File: config.mk
export PLATFORM = sky130hd
export DESIGN_NAME = mole_scheduler
export DESIGN_NICKNAME = d
export VERILOG_FILES = /design/src/rtl/mole_pkg.sv /design/src/rtl/sat_counter8.sv /design/src/rtl/mole_scheduler.sv
export SDC_FILE = /design/constraint.sdc
export NUM_CORES = 1
export LEC_CHECK = 0
export ABC_AREA = 1
export CAP_MARGIN = 5
export CELL_PAD_IN_SITES_DETAIL_PLACEMENT = 1
export CELL_PAD_IN_SITES_GLOBAL_PLACEMENT = 2
export CORE_MARGIN = 3
export CORE_UTILIZATION = 34
export CTS_CLUSTER_DIAMETER = 60
export DETAILED_ROUTE_END_ITERATION = 8
export PLACE_DENSITY_LB_ADDON = 0.25
export SLEW_MARGIN = 5
export SYNTH_ARGS = -nofsm -noshare
export SYNTH_HDL_FRONTEND = slang
export SYNTH_SLANG_ARGS = --single-unit
File: constraint.sdc
create_clock -name clk -period 3.9 [get_ports clk]
set_input_delay 0.78 -clock clk [delete_from_list [all_inputs] [get_ports clk]]
set_output_delay 0.78 -clock clk [all_outputs]
set_load 0.01 [all_outputs]
File: src/rtl/mole_pkg.sv
// Shared types and constants for the whack-a-mole scheduler: state encoding,
// default hole count and the per-level mole visibility times in milliseconds.
package mole_pkg;

  localparam int NUM_HOLES_DEF = 8;
  localparam int UP_W          = 10;

  typedef enum logic [1:0] {
    IDLE,
    LOAD,
    WAIT,
    UP
  } state_t;

  function automatic logic [UP_W-1:0] up_time(input logic [1:0] lvl);
    case (lvl)
      2'd0:    up_time = 10'd1000;
      2'd1:    up_time = 10'd750;
      2'd2:    up_time = 10'd500;
      default: up_time = 10'd300;
    endcase
  endfunction

endpackage

File: src/rtl/sat_counter8.sv
// 8-bit event counter that increments on enable and sticks at 255.
module sat_counter8 (
  input  logic       clk,
  input  logic       rst_n,
  input  logic       inc,
  output logic [7:0] count
);

  always_ff @(posedge clk or negedge rst_n) begin
    if (!rst_n) begin
      count <= 8'd0;
    end else if (inc && (count != 8'hFF)) begin
      count <= count + 8'd1;
    end
  end

endmodule

File: src/rtl/mole_scheduler.sv
// Whack-a-mole scheduler: waits a random number of ms, lights one hole for a
// level-dependent time, and scores hits, misses and early presses.
module mole_scheduler
  import mole_pkg::*;
#(
  parameter int NUM_HOLES = NUM_HOLES_DEF,
  parameter int CNT_W     = 11
) (
  input  logic                 clk,
  input  logic                 rst_n,
  input  logic                 enable,
  input  logic [1:0]           level,
  input  logic [CNT_W-1:0]     random_value,
  input  logic                 tick_ms,
  input  logic [NUM_HOLES-1:0] hit,
  output logic [NUM_HOLES-1:0] mole_on,
  output logic                 hit_ok,
  output logic                 miss,
  output logic                 early,
  output logic [7:0]           hit_count,
  output logic [7:0]           miss_count
);

  localparam int POS_W = $clog2(NUM_HOLES);

  state_t               state, state_nxt;
  logic [CNT_W-1:0]     delay_cnt, delay_nxt;
  logic [UP_W-1:0]      up_cnt, up_nxt;
  logic [POS_W-1:0]     pos, pos_nxt;
  logic [NUM_HOLES-1:0] mole_nxt;
  logic                 hit_ok_nxt, miss_nxt, early_nxt;

  // NOTE: every signal driven here gets a default first, so no path can
  // leave one unassigned and infer a latch.
  always_comb begin
    state_nxt  = state;
    delay_nxt  = delay_cnt;
    up_nxt     = up_cnt;
    pos_nxt    = pos;
    mole_nxt   = '0;
    hit_ok_nxt = 1'b0;
    miss_nxt   = 1'b0;
    early_nxt  = 1'b0;

    if (!enable) begin
      state_nxt = IDLE;
    end else begin
      case (state)
        IDLE: state_nxt = LOAD;
        LOAD: begin
          early_nxt = |hit;
          delay_nxt = (random_value == '0) ? CNT_W'(1) : random_value;
          state_nxt = WAIT;
        end
        WAIT: begin
          early_nxt = |hit;
          if (tick_ms) begin
            if (delay_cnt == CNT_W'(1)) begin
              // Hole and level are captured at the spawn tick, not at LOAD.
              pos_nxt   = random_value[POS_W-1:0];
              up_nxt    = up_time(level);
              mole_nxt  = NUM_HOLES'(1) << random_value[POS_W-1:0];
              state_nxt = UP;
            end else begin
              delay_nxt = delay_cnt - CNT_W'(1);
            end
          end
        end
        UP: begin
          if (hit[pos]) begin
            hit_ok_nxt = 1'b1;
            state_nxt  = LOAD;
          end else if (tick_ms && (up_cnt == UP_W'(1))) begin
            miss_nxt  = 1'b1;
            state_nxt = LOAD;
          end else begin
            mole_nxt = NUM_HOLES'(1) << pos;
            if (tick_ms) up_nxt = up_cnt - UP_W'(1);
          end
        end
        default: state_nxt = IDLE;
      endcase
    end
  end

  // NOTE: state registers use non-blocking assignments so every flop samples
  // the pre-edge values regardless of statement order.
  always_ff @(posedge clk or negedge rst_n) begin
    if (!rst_n) begin
      state     <= IDLE;
      delay_cnt <= '0;
      up_cnt    <= '0;
      pos       <= '0;
      mole_on   <= '0;
      hit_ok    <= 1'b0;
      miss      <= 1'b0;
      early     <= 1'b0;
    end else begin
      state     <= state_nxt;
      delay_cnt <= delay_nxt;
      up_cnt    <= up_nxt;
      pos       <= pos_nxt;
      mole_on   <= mole_nxt;
      hit_ok    <= hit_ok_nxt;
      miss      <= miss_nxt;
      early     <= early_nxt;
    end
  end

  sat_counter8 u_hit_cnt (
    .clk   (clk),
    .rst_n (rst_n),
    .inc   (hit_ok_nxt),
    .count (hit_count)
  );

  sat_counter8 u_miss_cnt (
    .clk   (clk),
    .rst_n (rst_n),
    .inc   (miss_nxt),
    .count (miss_count)
  );

endmodule

After elaboration in Yosys (flattened, before gate mapping)
Cells that the tools add are included.

RAM bits: 0. Latch bits: 0. Register bits after elaboration: 53. Bits in read-only memories: 0. Input port bits: 25. Memories kept: 0.

Shift-type cells: 2. $add $sub $neg: 4. Order comparisons: 1. Reductions and logical operators: 14. Div/mod/pow operators: 0. Bitwise operators: 0. Multiply operators: 0. Equality and inequality tests: 18. Mux-type cells: 34.

Operator list (number): $mux 10 (5); $mux 8 (5); $mux 11 (3); $pmux 10 s3 (1); $pmux 11 s2 (1); $pmux 10 s2 (1); $add 8x1->8 const B (2); $ne 8x8->1 const B (2); $pmux 8 s2 (1); $shl 1x3->8 const A (2); $ne 2x2->1 const B (6); $eq 11x1->1 const B (1); $logic_not 11->1 (1); $sub 11x1->11 const B (1); $eq 10x1->1 const B (1); $mux 1 (10); $mux 2 (5); $sub 10x1->10 const B (1); $pmux 2 s4 (1); $reduce_and 4->1 (2); $reduce_or 8->1 (1); $reduce_and 7->1 (1); $eq 2x2->1 const B (3); $ne 3x3->1 const B (2); other kinds (9) (14).

Longest topological paths before layout
Gate-level depths: netlist of the first run.

Word-level depth: 7. Mapped depth: 13. Mapped depth without buffers: 11.

Cells and area by module
A second synthesis of the first run with hierarchy kept.

Cell total of the unflattened synthesis: 500. Area, all modules: 3502.1 µm².

By module, submodules not included: mole_scheduler (cells an instance 374, area each 2536.2 µm², times used 1); sat_counter8 (cells an instance 63, area each 483.0 µm², times used 2).

Worst setup path before layout of the first run
Ideal clock, no wire load.

Path type: input to register. From: in enable. To: reg up_cnt[8]. Setup slack: 2.087 ns. Cell stages on the path: 9. Path buffers: 2. Required time: 3.777 ns. Arrival: 1.689 ns. Cell sequence: buf_4 -> o21ai_1 -> nor2_1 -> o21ai_4 -> nor2_4 -> nand2_4 -> buf_12 -> nand2_2 -> o21ai_2.

Word-level cells in the longest chain between the ends: 1.

Ends and longest elaborated chain: start: declaration (RTL line mole_scheduler.sv:11) `input logic enable,`; $reduce_and 7->1 (no source line); end signal: assignment (RTL line mole_scheduler.sv:101) `up_cnt <= up_nxt;`; end: declaration (RTL line mole_scheduler.sv:28) `logic [UP_W-1:0] up_cnt, up_nxt;`.

No other way between the ends. A chain may end at the register's enable or synchronous reset.

Worst setup path after layout of the first run
From: in enable. To: reg delay_cnt[8].

Word-level cells in the longest chain between the ends: 1.

Ends and longest elaborated chain: $reduce_and 4->1 (no source line); end signal: assignment (RTL line mole_scheduler.sv:100) `delay_cnt <= delay_nxt;`; end: declaration (RTL line mole_scheduler.sv:27) `logic [CNT_W-1:0] delay_cnt, delay_nxt;`.

No other way between the ends.

==> results of run 1 <==
==> per-stage QoR <==
step	power, W	cell area [um^2]	worst slack, ps	instances	hold slack, ps
2_1_floorplan	0.00155	3420	2090	454	453
3_3_place_gp	0.00179	4030	1280	627	468
3_5_place_dp	0.00182	4030	1190	627	477
4_1_cts	0.00218	4120	1510	635	501
5_1_grt	0.00236	4120	1290	635	535
6_report	0.00214	4120	1520	635	495
==> per-layer routing <==
metal  wire, um  GRT usage (%)  vias up
li1           -              -     1571
met1       4330           22.6     1458
met2       4270           28.8       32
met3        247           2.61        4
met4         59           2.78        0
met5          0              0        -
==> placed cells by master (no fill, tap or decap), types with 8 or more instances in the layout <==
cell / n
nand2_1: 127
dfrtp_1: 53
clkdlybuf4s50_1: 50
inv_1: 46
nand3_1: 40
nor2_1: 33
a21oi_1: 24
o21ai_0: 23
nand4_1: 9
nand2_2: 9
ha_1: 9
o21ai_1: 8
==> cell type report <==
cell class,count,area (um^2)
fill,1230,5380
multi-input combinational,339,1810
sequential,53,1330
timing repair buffer,53,520
inverter,53,209
tap,129,161
clock buffer,6,82.6
clock inverter,2,13.8
==> synth_stat cells <==
cell type / count / area share (%)
nand2_1: 127 / 14
dfrtp_1: 53 / 39
inv_1: 46 / 5.0
nand3_1: 40 / 5.8
nor2_1: 33 / 3.6
a21oi_1: 24 / 3.5
o21ai_0: 23 / 3.4
ha_1: 9 / 3.3
nand2_2: 9 / 1.6
nand4_1: 9 / 1.6
o21ai_1: 8 / 1.2
o21ai_2: 7 / 1.8
xnor2_1: 7 / 1.8
nor2_2: 6 / 1.1
nor3_1: 6 / 0.88
xor2_1: 5 / 1.3
inv_2: 4 / 0.44
nand2_4: 4 / 1.3
nor2_4: 4 / 1.3
nor4_1: 4 / 0.73
buf_2: 2 / 0.29
buf_4: 2 / 0.44
clkbuf_1: 2 / 0.22
nand4_2: 2 / 0.73
o211ai_1: 2 / 0.44
a21boi_0: 1 / 0.22
a21o_1: 1 / 0.22
buf_12: 1 / 0.58
buf_6: 1 / 0.33
clkbuf_8: 1 / 0.40
clkinv_1: 1 / 0.11
inv_4: 1 / 0.18
inv_8: 1 / 0.33
nand2_8: 1 / 0.58
nand3_4: 1 / 0.51
nand3b_1: 1 / 0.22
nor2_8: 1 / 0.58
nor3_2: 1 / 0.29
o21ai_4: 1 / 0.48
o21bai_1: 1 / 0.22
o22ai_1: 1 / 0.18
==> where the power goes <==
group / total [W] / switching (W) / leakage, nW / internal [W]
Clock: 0.000335 / 0.000190 / 0.0512 / 0.000145
Combinational: 0.000967 / 0.000610 / 1.16 / 0.000356
Sequential: 0.000835 / 0.000154 / 0.692 / 0.000681
Total: 0.00214 / 0.000954 / 1.91 / 0.00118
==> how the worst max path moves through the flow <==
stage / from / end / slack (ps) / cells past startpoint
floorplan: enable / up_cnt[8] / 2090 / 9
global placement: enable / delay_cnt[10] / 1280 / 7
detailed placement: enable / delay_cnt[0] / 1190 / 7
CTS: enable / delay_cnt[8] / 1510 / 7
global route: enable / delay_cnt[0] / 1290 / 7
finish: enable / delay_cnt[8] / 1520 / 6
==> cells by family after synthesis <==
family / count (synthesis) / share of synthesized area, %
buffers and inverters: 62 / 8.37
adders and majority gates: 9 / 3.29
AOI/OAI and AO/OA: 69 / 11.6
and+or+nand+nor: 249 / 34.9
DFF: 53 / 38.7
xor gates and xnor gates: 12 / 3.07
==> state kept, by name, indices dropped and copies added (netlist names) <==
signal / flops
delay_cnt: 11
early: 1
hit_ok: 1
miss: 1
mole_on: 8
pos: 3
state: 2
u_hit_cnt.count: 8
u_miss_cnt.count: 8
up_cnt: 10
==> critical path, stage by stage <==
cell	delay, ps
clkdlybuf4s50_1	700
inv_1	280
a21oi_1	180
nand2_1	270
inv_2	240
o21ai_0	120
==> impl_metrics.json, run 1 <==
{
  "finClkSkew_ps": 9.62,
  "clock_path_buffers": 2,
  "fin_crit_sh_pct": 61.1,
  "grt.overflow.total": 0,
  "ir_worst_vdd_v": 0.000205,
  "finalHoldViolCount": 0,
  "critPathMaxFanout": 13,
  "start_util_pct": 36.0,
  "ys_warn_count": 0,
  "post-cts-setup-buffers": 0,
  "syn_area_per_cell_um2": 7.54,
  "antenna_found_initial": 0,
  "grt_max_degree": 37,
  "die_area_um2": 11300,
  "clock_latency_ps": 310,
  "gp_congestion": 0.806,
  "ant_nets": 0,
  "max-slew-margin-rel_pct": 39.4,
  "syn_area_um2": 3420,
  "avgViaCountPerCell": 4.83,
  "ys_seq_elements": 53,
  "die_w_um": 106,
  "rr_startpoint": "state[1]",
  "n_antenna_cell": 0,
  "postCtsHoldBufs": 0,
  "max_freq_mhz": 420,
  "wirelength_um": 8910,
  "status": "finished, final reports clean",
  "pin_count": 52,
  "path_class": "input port to flop",
  "leakage_nw": 1.91,
  "endpoint_kind": "flop",
  "min-delay-start": "delay_cnt[1]",
  "rows": 35,
  "rr_endpoint": "up_cnt[1]",
  "hold-path-endpoint": "delay_cnt[1]",
  "synth_nets": 488,
  "nNetsFinal": 539,
  "cts_buffers": 5,
  "dr.pass1.iters": 4,
  "drc": 0,
  "setup_viol": 0,
  "cts_tree": "yes",
  "syn_inst": 454,
  "yosysSeqAreaShare_pct": 38.7,
  "grt_pass1_vias": 3254,
  "tightest_slew_ps": 908,
  "rsz0062_at_grt": "false",
  "cts_resized": 0,
  "hold_class": "flop to flop",
  "setup_tns_ps": 0,
  "cap_violations": 0,
  "min_path_cells": 2,
  "ys_types": 41,
  "period_minus_slack_ps": 2380,
  "port_buffers": 51,
  "wl_per_cell_um": 14.0,
  "crit_required_ps": 4080,
  "cts_root_buf": "clkbuf_8",
  "start_kind": "input port",
  "h-tree-depth": 2,
  "fin_util_pct": 43.4,
  "cts.sinks": 53,
  "die_h_um": 106,
  "cp.arrival_ps": 2560,
  "slew_viol_final": 0,
  "vias": 3065,
  "path_clk_slew_ps": 100,
  "drtIter0Drc": 57,
  "ff2ff_path_depth": 8,
  "coreArea_um2": 9500,
  "grt_pass1_wl_um": 15600,
  "dp_hpwl_um": 7010,
  "r2r_slack_ps": 1740,
  "grt_usage_pct": 16.8,
  "power_density_nw_per_um2": 518,
  "area_growth_pct": 20.5,
  "drive_gt1_share_pct": 10.7
}
Power figures use the tool's default switching activity.
==> run 2: changes to the inputs <==
--- a/config.mk
+++ b/config.mk
@@ -10,7 +10,7 @@
 export CELL_PAD_IN_SITES_DETAIL_PLACEMENT = 1
 export CELL_PAD_IN_SITES_GLOBAL_PLACEMENT = 2
 export CORE_MARGIN = 3
-export CORE_UTILIZATION = 34
+export CORE_UTILIZATION = 28
 export CTS_CLUSTER_DIAMETER = 60
 export DETAILED_ROUTE_END_ITERATION = 8
 export PLACE_DENSITY_LB_ADDON = 0.25
==> constraint.sdc (replaced) <==
create_clock -name clk -period 2 [get_ports clk]
set_input_delay 0.4 -clock clk [delete_from_list [all_inputs] [get_ports clk]]
set_output_delay 0.4 -clock clk [all_outputs]
set_load 0.01 [all_outputs]
==> impl_metrics.json, run 2 (synthesis results as in run 1) <==
{
  "status": "finished, final reports clean",
  "ant_nets": 0,
  "reg.largest.list": "delay_cnt x11, up_cnt x10",
  "period_minus_slack_ps": 1810,
  "grt_pass1_vias": 3302,
  "critPathMaxFanout": 18,
  "largest_register_ffs": 11,
  "vias": 3169,
  "coreArea_um2": 11700,
  "antenna_found_initial": 0,
  "path_class": "flop to flop",
  "combinationalPowerShare_pct": 44.2,
  "pin_count": 52,
  "drtIter0Drc": 64,
  "avgViaCountPerCell": 4.81,
  "ff_latch_area_um2": 1330,
  "cp.arrival_ps": 1990,
  "grt_pass1_wl_um": 16100,
  "leakage_nw": 1.99,
  "h-tree-depth": 2,
  "drive_gt1_share_pct": 12.8,
  "port_buffers": 51,
  "path_clk_slew_ps": 70,
  "die_w_um": 117,
  "dp_hpwl_um": 7180,
  "setup_viol": 0,
  "area_growth_pct": 25.5,
  "regMostFlops": "delay_cnt",
  "multi_input_area_um2": 1820,
  "drc": 0,
  "grt.overflow.total": 0,
  "die_h_um": 117,
  "wl_per_cell_um": 14.0,
  "clock_latency_ps": 300,
  "finalHoldViolCount": 0,
  "tightest_slew_ps": 363,
  "ir_worst_vdd_v": 0.000344,
  "cts_root_buf": "clkbuf_16",
  "cts_tree": "yes",
  "slew_viol_final": 0,
  "n_antenna_cell": 0,
  "crit_required_ps": 2180,
  "startpoint": "state[0]",
  "fill_cells": 1404,
  "hold_class": "input port to asynchronous set/reset pin",
  "start_kind": "flop",
  "postCtsHoldBufs": 0,
  "seq_power_share_pct": 36.8,
  "power.internal_w": 0.00255,
  "finClkSkew_ps": 4.97,
  "power_frac_clock_pct": 19.1,
  "power_density_nw_per_um2": 1030,
  "rows": 39,
  "fin_crit_sh_pct": 90.3,
  "fin_util_pct": 36.8,
  "wirelength_um": 9240,
  "rsz0062_at_grt": "false",
  "max-slew-margin-rel_pct": 75.6,
  "start_util_pct": 29.4,
  "final_cell_mix": "nand2_1 (127), dfrtp_1 (53), clkdlybuf4s50_1 (50)",
  "p_sw_w": 0.00189,
  "grt_usage_pct": 14.8,
  "cts_buffers": 5,
  "nNetsFinal": 551,
  "switching_share_pct": 42.6,
  "clock_path_buffers": 2,
  "hold-worst-slack_ps": 88.5,
  "gp_congestion": 0.750,
  "dr.pass1.iters": 4,
  "max_freq_mhz": 554,
  "cap_violations": 0,
  "grt_max_degree": 54,
  "final_common_cell": "nand2_1",
  "rr_startpoint": "state[0]",
  "cts.sinks": 53,
  "die_area_um2": 13600,
  "endpoint_kind": "flop"
}
## run 2: changes by cell type in the layout (fill, tap and decap cells not counted), sizes merged
| cell | change |
|---|---|
| buf | +12 |
| clkbuf | -1 |
| clkinv | -1 |
## run 2: what timing repair did
item / in CTS / in global routing
setup endpoints to repair: 0 / 10
buffers inserted: 0 / 0
resized for setup: 0 / 2
## run 2: area by class of cell
| type | count | share of cell area (%) |
|---|---|---|
| clock buffers | 5 | 2.91 |
| clock inverters | 1 | 0.117 |
| inverters | 53 | 4.86 |
| multi-input cells | 339 | 42.3 |
| flip-flops and latches | 53 | 30.9 |
| well taps | 143 | 4.17 |
| repair buffers | 65 | 14.8 |
## run 2: power by group through the flow
| stage | sequential [W] | clock, W | combinational, W |
|---|---|---|---|
| 6_report | 0.00163 | 0.000845 | 0.00196 |
| 5_1_grt | 0.00168 | 0.000925 | 0.00227 |
| 4_1_cts | 0.00163 | 0.000885 | 0.00200 |
| 3_5_place_dp | 0.00165 | 0 | 0.00199 |
| 3_3_place_gp | 0.00164 | 0 | 0.00194 |
| 2_1_floorplan | 0.00159 | 0 | 0.00144 |
## run 2: path summary, 6_finish.rpt
path / endpoint / slack [ps] / depth (start not counted)
setup / recovery: up_cnt[2] / 190 / 9
hold / removal: delay_cnt[5] / 90 / 2
setup reg to reg: up_cnt[2] / 190 / 9
hold reg to reg: up_cnt[1] / 490 / 2
max in group asynchronous: early / 1650 / 2
min in group clk: up_cnt[1] / 490 / 2
## run 2: critical path, cell delays in order (launching register included)
cell and delay (ps):
dfrtp_1 410, inv_1 90, ha_2 270, o21ai_1 130, nor2_1 220, o21ai_4 90
nor2_4 130, nand2_4 170, nand2_1 120, o21ai_2 50
## run 2: metrics by stage
stage	setup slack, ps	instances	cell area (um^2)	total power (W)	setup TNS [ps]
after CTS	63.1	659	4290	0.00452	0
after global routing	7.73	659	4300	0.00487	0
final	194	659	4300	0.00443	0
after global placement	-38.7	653	4160	0.00358	-298
after floorplan	429	454	3420	0.00303	0
after detailed placement	-54.9	653	4160	0.00364	-557
## run 2: metal layers
layer,track usage [%],wire length (um),part of all wire (%),vias up
met2,25.2,4400,48,30
met3,2.44,223,2.4,7
met1,19.4,4490,49,1537
li1,-,-,-,1595
met4,4.36,117,1.3,0
met5,0,0,0,-
==> run 3: changes to the inputs <==
--- a/config.mk
+++ b/config.mk
@@ -10,9 +10,10 @@
 export CELL_PAD_IN_SITES_DETAIL_PLACEMENT = 1
 export CELL_PAD_IN_SITES_GLOBAL_PLACEMENT = 2
 export CORE_MARGIN = 3
-export CORE_UTILIZATION = 28
+export CORE_UTILIZATION = 33
 export CTS_CLUSTER_DIAMETER = 60
 export DETAILED_ROUTE_END_ITERATION = 8
+export DONT_BUFFER_PORTS = 1
 export PLACE_DENSITY_LB_ADDON = 0.25
 export SLEW_MARGIN = 5
 export SYNTH_ARGS = -nofsm -noshare
==> impl_metrics.json, run 3 (synthesis results as in run 1) <==
{
  "cp_common_cell": "nand2_1",
  "fin_ws_ps": 179,
  "setup_viol": 0,
  "p_total_w": 0.00413,
  "start_kind": "flop",
  "reg.largest.list": "delay_cnt x11, up_cnt x10",
  "final_cell_mix": "nand2_1 (127), dfrtp_1 (53), inv_1 (46)",
  "cap_violations": 0,
  "dr.pass1.iters": 4,
  "clock_path_buffers": 2,
  "n_antenna_cell": 0,
  "start_util_pct": 34.5,
  "regMostFlops": "delay_cnt",
  "grt_usage_pct": 16.0,
  "vias": 2925,
  "multi_input_area_um2": 1820,
  "drc": 0,
  "grt_pass1_wl_um": 15000,
  "largest_register_ffs": 11,
  "slew_viol_final": 0,
  "ff_latch_area_um2": 1330,
  "ir_worst_vdd_v": 0.000319,
  "die_w_um": 108,
  "crit_chain": "inv_1 > ha_1 > buf_4 > nand2_1 > nor3_2 > nand2_1 > a21oi_1",
  "port_buffers": 0,
  "h-tree-depth": 2,
  "p_sw_w": 0.00185,
  "switching_share_pct": 44.7,
  "combinationalPowerShare_pct": 43.1,
  "hold_class": "input port to flop",
  "cts_tree": "yes",
  "fin_crit_sh_pct": 91.0,
  "finalHoldViolCount": 0,
  "pin_count": 52,
  "drtIter0Drc": 89,
  "critPathMaxFanout": 19,
  "cts.sinks": 53,
  "avgViaCountPerCell": 4.93,
  "power.internal_w": 0.00228,
  "endpoint_kind": "flop",
  "period_minus_slack_ps": 1820,
  "area_growth_pct": 7.89,
  "hold-worst-slack_ps": 207,
  "post-cts-setup-buffers": 0,
  "seq_power_share_pct": 39.9,
  "rows": 36,
  "clock_latency_ps": 320,
  "power_frac_clock_pct": 17.0,
  "nNetsFinal": 493,
  "cts_root_buf": "clkbuf_8",
  "max-slew-margin-rel_pct": 65.0,
  "wl_per_cell_um": 14.8,
  "path_clk_slew_ps": 100,
  "crit_required_ps": 2230,
  "drive_gt1_share_pct": 12.6,
  "dp_hpwl_um": 6710,
  "rsz0062_at_grt": "false",
  "tightest_slew_ps": 520,
  "cpMaxStageDelayCell": "dfrtp_1",
  "gp_congestion": 0.782,
  "die_area_um2": 11600,
  "cts_buffers": 5,
  "path_class": "flop to flop",
  "grt.overflow.total": 0,
  "status": "finished, final reports clean",
  "leakage_nw": 1.75,
  "preCtsSetupSlack_ps": 73.8,
  "max_freq_mhz": 549,
  "finClkSkew_ps": 5.21,
  "antenna_found_initial": 0,
  "die_h_um": 108,
  "setup_tns_ps": 0,
  "final_common_cell": "nand2_1",
  "power_density_nw_per_um2": 1120,
  "cp.arrival_ps": 2050,
  "grt_max_degree": 54,
  "cpPeakStageDelay_ps": 410,
  "wirelength_um": 8760,
  "fill_cells": 1246,
  "coreArea_um2": 9910,
  "grt_pass1_vias": 3077,
  "ant_nets": 0
}
[run 3: cell types whose count changed in the layout (fill, tap and decap cells not counted), sizes merged]
cell	previous run	this run
clkdlybuf4s50	50	0
buf	15	6
clkbuf	5	7
dlygate4sd3	0	1
[run 3: layout make-up]
type | count | area share, %
repair buffers | 7 | 2.03
clock inverters | 1 | 0.136
flip-flops and latches | 53 | 35.9
well taps | 133 | 4.51
multi-input cells | 339 | 49.2
inverters | 53 | 5.66
clock buffers | 7 | 2.61
[run 3: power groups by stage]
stage	logic [W]	registers [W]	clock network [W]
final	0.00178	0.00165	0.000702
after global routing	0.00206	0.00170	0.000764
after CTS	0.00182	0.00165	0.000731
after detailed placement	0.00178	0.00167	0
after global placement	0.00172	0.00166	0
after floorplan	0.00144	0.00159	0
[run 3: worst paths after layout]
path                                       end  depth (start not counted)  startpoint  slack [ps]
min in group asynchronous            up_cnt[8]                          2       rst_n         600
min                                   state[1]                          2      enable         210
min reg2reg                          up_cnt[1]                          2   up_cnt[1]         520
max in group asynchronous  u_miss_cnt.count[4]                          2       rst_n        1150
max reg2reg                         mole_on[0]                          7    state[0]         180
max                                 mole_on[0]                          7    state[0]         180
[run 3: per-layer routing]
metal	track usage [%]	up-vias	wire length [um]
met2	25.6	33	4040
li1	-	1477	-
met3	3.12	7	296
met4	4.60	0	114
met1	21.9	1408	4300
met5	0	-	0
[run 3: critical path, delay by kind of cell, from the launching register on]
kind / cells / cell delay [ps]
simple gates: 3 / 550
flops: 1 / 410
buf+inv: 2 / 350
compound gates: 1 / 240
fa+ha+maj: 1 / 180
[run 3: timing repair]
item | in CTS | in global routing
hold buffers | 2 | 0
gates resized for setup | 0 | 1
endpoints found under the hold margin | 53 | 0
setup endpoints to repair | 0 | 3
[run 3: through the flow]
step                      util [%]  std cells  instance area (um^2)
after floorplan                  -        454                  3420
after global placement        35.8        583                  3550
after detailed placement      35.8        583                  3550
after CTS                     37.2        593                  3690
after global routing          37.3        593                  3690
final                         37.3        593                  3690
